[src/rtl/sram_ctl_pkg.sv]
// Shared definitions for the switch SRAM controller: header field offsets
// and the ingress write FSM state encoding.
package sram_ctl_pkg;

  localparam int unsigned DES_PORT_LSB = 0;
  localparam int unsigned DES_PORT_W   = 4;
  localparam int unsigned PRI_LSB      = 4;
  localparam int unsigned PRI_W        = 3;

  typedef enum logic [1:0] {
    StIdle    = 2'd0,
    StRecv    = 2'd1,
    StDiscard = 2'd2
  } wr_state_e;

endpackage

[src/rtl/ingress_fifo_mem.sv]
// Register array for the ingress buffer: one synchronous write port and one
// combinational (show-ahead) read port.
module ingress_fifo_mem #(
  parameter int unsigned width      = 66,
  parameter int unsigned depth      = 64,
  parameter int unsigned addr_width = 6
) (
  input  logic                  i_clk,
  input  logic                  i_we,
  input  logic [addr_width-1:0] i_waddr,
  input  logic [width-1:0]      i_wdata,
  input  logic [addr_width-1:0] i_raddr,
  output logic [width-1:0]      o_rdata
);

  logic [width-1:0] r_mem [depth];

  always_ff @(posedge i_clk) begin
    if (i_we) r_mem[i_waddr] <= i_wdata;
  end

  assign o_rdata = r_mem[i_raddr];

endmodule

[src/rtl/ingress_port_buffer.sv]
// Per-port store-and-forward ingress buffer; drops packets that do not fit whole.
// Define INGRESS_DROP_CNT_EN to build the saturating dropped-packet counter.
module ingress_port_buffer
  import sram_ctl_pkg::*;
#(
  parameter int unsigned data_width = 64,
  parameter int unsigned fifo_depth = 64,
  parameter int unsigned addr_width = 6
) (
  input  logic                  clk,
  input  logic                  rst,
  input  logic                  wr_sop,
  input  logic                  wr_eop,
  input  logic                  wr_vld,
  input  logic [data_width-1:0] wr_data,
  input  logic                  next_data,
  output logic                  ready,
  output logic                  sop,
  output logic                  eop,
  output logic                  vld,
  output logic [data_width-1:0] data_out,
  output logic [addr_width:0]   free_words,
  output logic                  drop_pulse,
  output logic [15:0]           drop_cnt
);

  localparam int unsigned PtrW = addr_width + 1;
  localparam logic [addr_width:0] DepthP = PtrW'(fifo_depth);

  wr_state_e             r_state, w_state_d;
  logic [addr_width:0]   r_rd_ptr, r_wr_ptr, r_commit_ptr, r_pkt_cnt;
  logic [addr_width:0]   w_wr_ptr_d, w_commit_ptr_d, w_base, w_occ;
  logic                  r_drop_pulse;
  logic                  w_we, w_commit, w_drop;
  logic                  w_vld, w_pop, w_pop_eop;
  logic [data_width+1:0] w_rdata;
  logic                  w_rd_sop, w_rd_eop;
  logic [data_width-1:0] w_rd_data;

  // A new packet always starts at the commit point, which also rolls back a truncated one.
  assign w_base = wr_sop ? r_commit_ptr : r_wr_ptr;
  assign w_occ  = w_base - r_rd_ptr;

  always_comb begin
    w_state_d      = r_state;
    w_wr_ptr_d     = r_wr_ptr;
    w_commit_ptr_d = r_commit_ptr;
    w_we           = 1'b0;
    w_commit       = 1'b0;
    w_drop         = 1'b0;
    if (wr_vld) begin
      if (wr_sop || (r_state == StRecv)) begin
        if (wr_sop && (r_state == StRecv)) w_drop = 1'b1;
        if (w_occ == DepthP) begin
          w_drop     = 1'b1;
          w_wr_ptr_d = r_commit_ptr;
          w_state_d  = wr_eop ? StIdle : StDiscard;
        end else begin
          w_we       = 1'b1;
          w_wr_ptr_d = w_base + 1'b1;
          if (wr_eop) begin
            w_commit       = 1'b1;
            w_commit_ptr_d = w_base + 1'b1;
            w_state_d      = StIdle;
          end else begin
            w_state_d = StRecv;
          end
        end
      end else if ((r_state == StDiscard) && wr_eop) begin
        w_state_d = StIdle;
      end
    end
  end

  ingress_fifo_mem #(
    .width      (data_width + 2),
    .depth      (fifo_depth),
    .addr_width (addr_width)
  ) u_mem (
    .i_clk   (clk),
    .i_we    (w_we),
    .i_waddr (w_base[addr_width-1:0]),
    .i_wdata ({wr_sop, wr_eop, wr_data}),
    .i_raddr (r_rd_ptr[addr_width-1:0]),
    .o_rdata (w_rdata)
  );

  assign {w_rd_sop, w_rd_eop, w_rd_data} = w_rdata;

  assign w_vld     = (r_rd_ptr != r_commit_ptr);
  assign w_pop     = next_data & w_vld;
  assign w_pop_eop = w_pop & w_rd_eop;

  always_ff @(posedge clk) begin
    if (rst) begin
      r_state      <= StIdle;
      r_rd_ptr     <= '0;
      r_wr_ptr     <= '0;
      r_commit_ptr <= '0;
      r_pkt_cnt    <= '0;
      r_drop_pulse <= 1'b0;
    end else begin
      r_state      <= w_state_d;
      r_wr_ptr     <= w_wr_ptr_d;
      r_commit_ptr <= w_commit_ptr_d;
      r_drop_pulse <= w_drop;
      if (w_pop) r_rd_ptr <= r_rd_ptr + 1'b1;
      if (w_commit && !w_pop_eop)      r_pkt_cnt <= r_pkt_cnt + 1'b1;
      else if (!w_commit && w_pop_eop) r_pkt_cnt <= r_pkt_cnt - 1'b1;
    end
  end

  assign vld        = w_vld;
  assign ready      = (r_pkt_cnt != '0);
  assign sop        = w_vld & w_rd_sop;
  assign eop        = w_vld & w_rd_eop;
  assign data_out   = w_vld ? w_rd_data : '0;
  assign free_words = DepthP - (r_wr_ptr - r_rd_ptr);
  assign drop_pulse = r_drop_pulse;

`ifdef INGRESS_DROP_CNT_EN
  logic [15:0] r_drop_cnt;

  always_ff @(posedge clk) begin
    if (rst) begin
      r_drop_cnt <= '0;
    end else if (w_drop && (r_drop_cnt != 16'hFFFF)) begin
      r_drop_cnt <= r_drop_cnt + 16'd1;
    end
  end

  assign drop_cnt = r_drop_cnt;
`else
  assign drop_cnt = '0;
`endif

endmodule

[config.mk]
export PLATFORM = sky130hd
export DESIGN_NAME = ingress_port_buffer
export DESIGN_NICKNAME = d
export VERILOG_FILES = /design/src/rtl/sram_ctl_pkg.sv /design/src/rtl/ingress_fifo_mem.sv /design/src/rtl/ingress_port_buffer.sv
export SDC_FILE = /design/constraint.sdc
export NUM_CORES = 2
export LEC_CHECK = 0
export BUFFER_PORTS_ARGS = -buffer_cell sky130_fd_sc_hd__clkbuf_2
export CAP_MARGIN = 20
export CORE_MARGIN = 1
export CORE_UTILIZATION = 50
export CTS_BUF_LIST = sky130_fd_sc_hd__clkbuf_4 sky130_fd_sc_hd__clkbuf_8
export CTS_CLUSTER_DIAMETER = 150
export DETAILED_ROUTE_END_ITERATION = 16
export PLACE_DENSITY_LB_ADDON = 0.1
export SLEW_MARGIN = 10
export SYNTH_ARGS = -nofsm -noshare
export SYNTH_HDL_FRONTEND = slang
export SYNTH_MEMORY_MAX_BITS = 65536
export SYNTH_SLANG_ARGS = --single-unit
export TNS_END_PERCENT = 1
[constraint.sdc]
create_clock -name clk -period 8.8 [get_ports clk]
set_input_delay 1.76 -clock clk [delete_from_list [all_inputs] [get_ports clk]]
set_output_delay 1.76 -clock clk [all_outputs]
set_load 0.1 [all_outputs]
==> results by group <==
Clock tree
  • Clock Path Buffers: 4
  • H-tree levels: 6
  • Reg clk slew, reported paths: 0.06 ns
  • CTS buffer count: a little under 700
  • CTS tree: built
  • CTS Root Cell: clkbuf_8
  • Total clock sinks: approximately 4300
  • Setup bufs post-CTS: 0
  • Hold-fix buffers, CTS: 0
  • Post-cts sizing count: 0
  • Worst-Skew Late Latency: around 1.3 ns

Power
  • Leak: 55.99 nW
  • Max VDD drop: 0.2793 mV
  • Total Power: 0.04498 W
  • PwrDens: ~240 mW/mm^2

Routing
  • Drt drc: 0
  • Detail Route Antenna Nets: 0
  • Via count: 78830
  • Routed len/inst: approximately 37 um
  • Drt total wl: approximately 460000 um
  • First-pass iteration count of the detailed router: 5
  • Vias per Instance: approximately 6.4
  • Detailed Route Iter0 Violations: around 11000

Placement
  • Post-detail-place hpwl: 256000 um
  • GP Congestion: about 0.84
  • # port buffers: 145
  • Pre-CTS setup slack: approximately 1.7 ns

Outcome
  • Outcome: complete, no violations

Synthesis
  • Syn Area/Cell: 24.40 um^2
  • Number of synthesized flops with an enable pin: 4224
  • Post-synthesis cell type count: 57
  • #FFs+latches synth: 4261
  • Synth top area share: 0.7762
  • Async SR Flop Fraction: 0
  • Share of the yosys chip area belonging to registers: 0.7808
  • Post-synth top area cell: edfxtp_1
  • Area contributors post-synth: edfxtp_1, mux4_2, mux2i_1, dfxtp_1, buf_2
  • Main synth FF type: edfxtp_1
  • Syn. warnings: 0
  • Cell area after synthesis: about 0.16 mm^2
  • Post-synthesis instance total: between 6000 and 7000

GRT
  • Pin count of the biggest net entering global routing: 100
  • Global route total overflow: 0
  • Initial antenna violation count: 39
  • Vias in the first global route: 79583
  • First-pass GRT wire length: approximately 640000 um
  • Total Routing Usage GR: 0.2794

Setup path
  • Crit path DAT: between 5 and 6 ns
  • Kind of critical path: flip-flop to primary output
  • Element type at the critical path start: flip-flop
  • Worst R2R End: r_pkt_cnt[6]
  • R2R depth: 16
  • Crit end category: primary output
  • Required time worst endpoint: around 7.0 ns
  • Max FO, Critical Path: 29
  • R2r setup slk: 3.03 ns

Hold path
  • Min-Delay Startpoint: r_state[1]
  • Depth of the worst hold-timing path: 2
  • Hold/Removal Path Class: flip-flop to flip-flop
  • Worst Hold Endpoint: r_state[1]

Timing
  • Achievable Freq: around 0.13 GHz
  • Actual slew at the worst max-slew pin: roughly 1.2 ns
  • Fin. Hold Viols: 0
  • Setup_tns: 0 ns
  • Slew headroom: 0.1740
  • Final Setup Violations: 0
  • Unrepaired setup endpoints after global routing: false
  • Minimum clock period: 7.475 ns
  • Setup ws final: between 1 and 1.5 ns
  • Final period util: 0.8495
  • Hold slack: between 0.4 and 0.5 ns
  • Final Skew: ~0.09 ns
  • Fin. max-slew vios: 0

Cells and area
  • Area Overhead vs Synth: 13.43%
  • Nets: ~7600
  • Share of cells above drive strength 1: 0.3569

Die
  • Starting Density: 0.5035
  • I/O pin count: approximately 160
  • Die Y: between 500 and 600 um
  • Die width: ~570 um
  • Core Area: ~0.32 mm^2
  • Die Area: approximately 0.33 mm^2
  • Std-Cell Rows: approximately 210

Run
  • Max_cap viols: 0
-- layer usage --
| metal | wire length (um) | track usage | vias up |
|---|---|---|---|
| li1 | - | - | 30760 |
| met2 | 216400 | 0.4304 | 4100 |
| met3 | 42480 | 0.05708 | 562 |
| met1 | 189500 | 0.4129 | 43404 |
| met4 | 10580 | 0.07054 | 4 |
| met5 | 28 | 0 | - |
-- registers in the layout, indices dropped and copies added (netlist names), named ones only --
register and count:
u_mem.r_mem 4224, r_commit_ptr 7, r_pkt_cnt 7, r_rd_ptr 7, r_wr_ptr 7, r_state 2, drop_pulse 1
-- worst max-delay path: stages (launching register included) --
cell and delay [ns]:
dfxtp_4 0.93, buf_12 0.29, buf_4 0.47, mux4_2 0.33, mux2i_1 0.28, a21oi_1 0.89
mux2i_1 0.18, o22ai_1 0.47, clkbuf_2 0.56
-- stage by stage --
step / utilization / cells / area [um^2]
6_report: 0.5712 / 12392 / 185400
5_1_grt: 0.5711 / 12381 / 185300
4_1_cts: 0.5709 / 12364 / 185300
3_5_place_dp: 0.5303 / 11137 / 172100
3_3_place_gp: 0.5302 / 11135 / 172100
2_1_floorplan: - / 6712 / 163500
-- layout by cell type (no fill, tap or decap), drive strengths merged, types with 16 or more instances in the layout --
cell type     n
o22ai        66
buf         365
nand2        16
mux2i       190
nor2b        72
conb         16
clkinvlp     18
edfxtp     4224
ha           27
a21oi        81
nor2         98
dfxtp        37
diode        25
clkbuf     1057
clkinv      231
xnor2        22
a211oi       85
mux4       1255
inv          50
-- layout make-up --
cell class	instances	area [um^2]
Antenna cell	25	62.56
Timing Repair Buffer	480	4507
Tap cell	4325	5411
Inverter	25	93.84
Clock buffer	942	11480
Clock inverter	285	1688
Fill cell	23604	139200
Sequential cell	4261	127600
Multi-Input combinational cell	2049	34510
-- synth_stat cells, types with 2 or more instances --
cell       instances
o211ai_1           3
nand3b_1           2
fa_1               2
xor2_1             9
dfxtp_1           37
a31oi_1            3
mux2i_1          190
buf_4             37
nor4_1             2
buf_6              8
nor2_1            98
o31ai_1            3
nor3_1             5
nand4_1            3
o2111ai_2          2
o211ai_2           2
nor2b_1           72
o22ai_1           66
inv_1             24
clkbuf_1         168
mux2_2             3
o21a_1             3
o2111ai_1          2
a21oi_1           81
a21o_1             6
or3_1              4
and4_1             2
buf_2            134
edfxtp_1        4224
mux4_2          1255
xnor2_1           22
a211oi_1          84
nand2b_1          14
buf_1             30
o21ai_0           13
o21bai_1           3
nand2_1           16
a311oi_1           6
nand3_1           14
nand4b_1           2
ha_1              27
-- worst max-delay path by stage --
stage	slack, ns	from	cells after the start	endpoint
after floorplan	1.31	wr_sop	12	u_mem.r_mem[56][0]
after global placement	1.87	wr_sop	18	r_pkt_cnt[6]
after detailed placement	1.74	wr_sop	11	u_mem.r_mem[23][1]
after CTS	0.93	flip-flop	8	data_out[43]
after global routing	1.15	flip-flop	8	data_out[51]
final	1.32	flip-flop	8	data_out[51]
-- power breakdown --
| part | switching (W) | leakage [nW] | internal (W) |
|---|---|---|---|
| Combinational | 0.00369 | 10.8 | 0.00225 |
| Sequential | 0.0000634 | 38.3 | 0.0224 |
| Clock | 0.00780 | 6.95 | 0.00877 |
| Total | 0.0115 | 56.0 | 0.0334 |
-- cell families after synthesis --
logic type	count (synthesis)	synth area share
mux	1449	0.1849
compound gates	286	0.01154
xor+xnor	31	0.001662
fa+ha+maj	29	0.002312
simple gates	238	0.007320
buf+inv	402	0.01148
other cells	1	0.00002295
flops	4261	0.7808
Power figures use the tool's default switching activity.
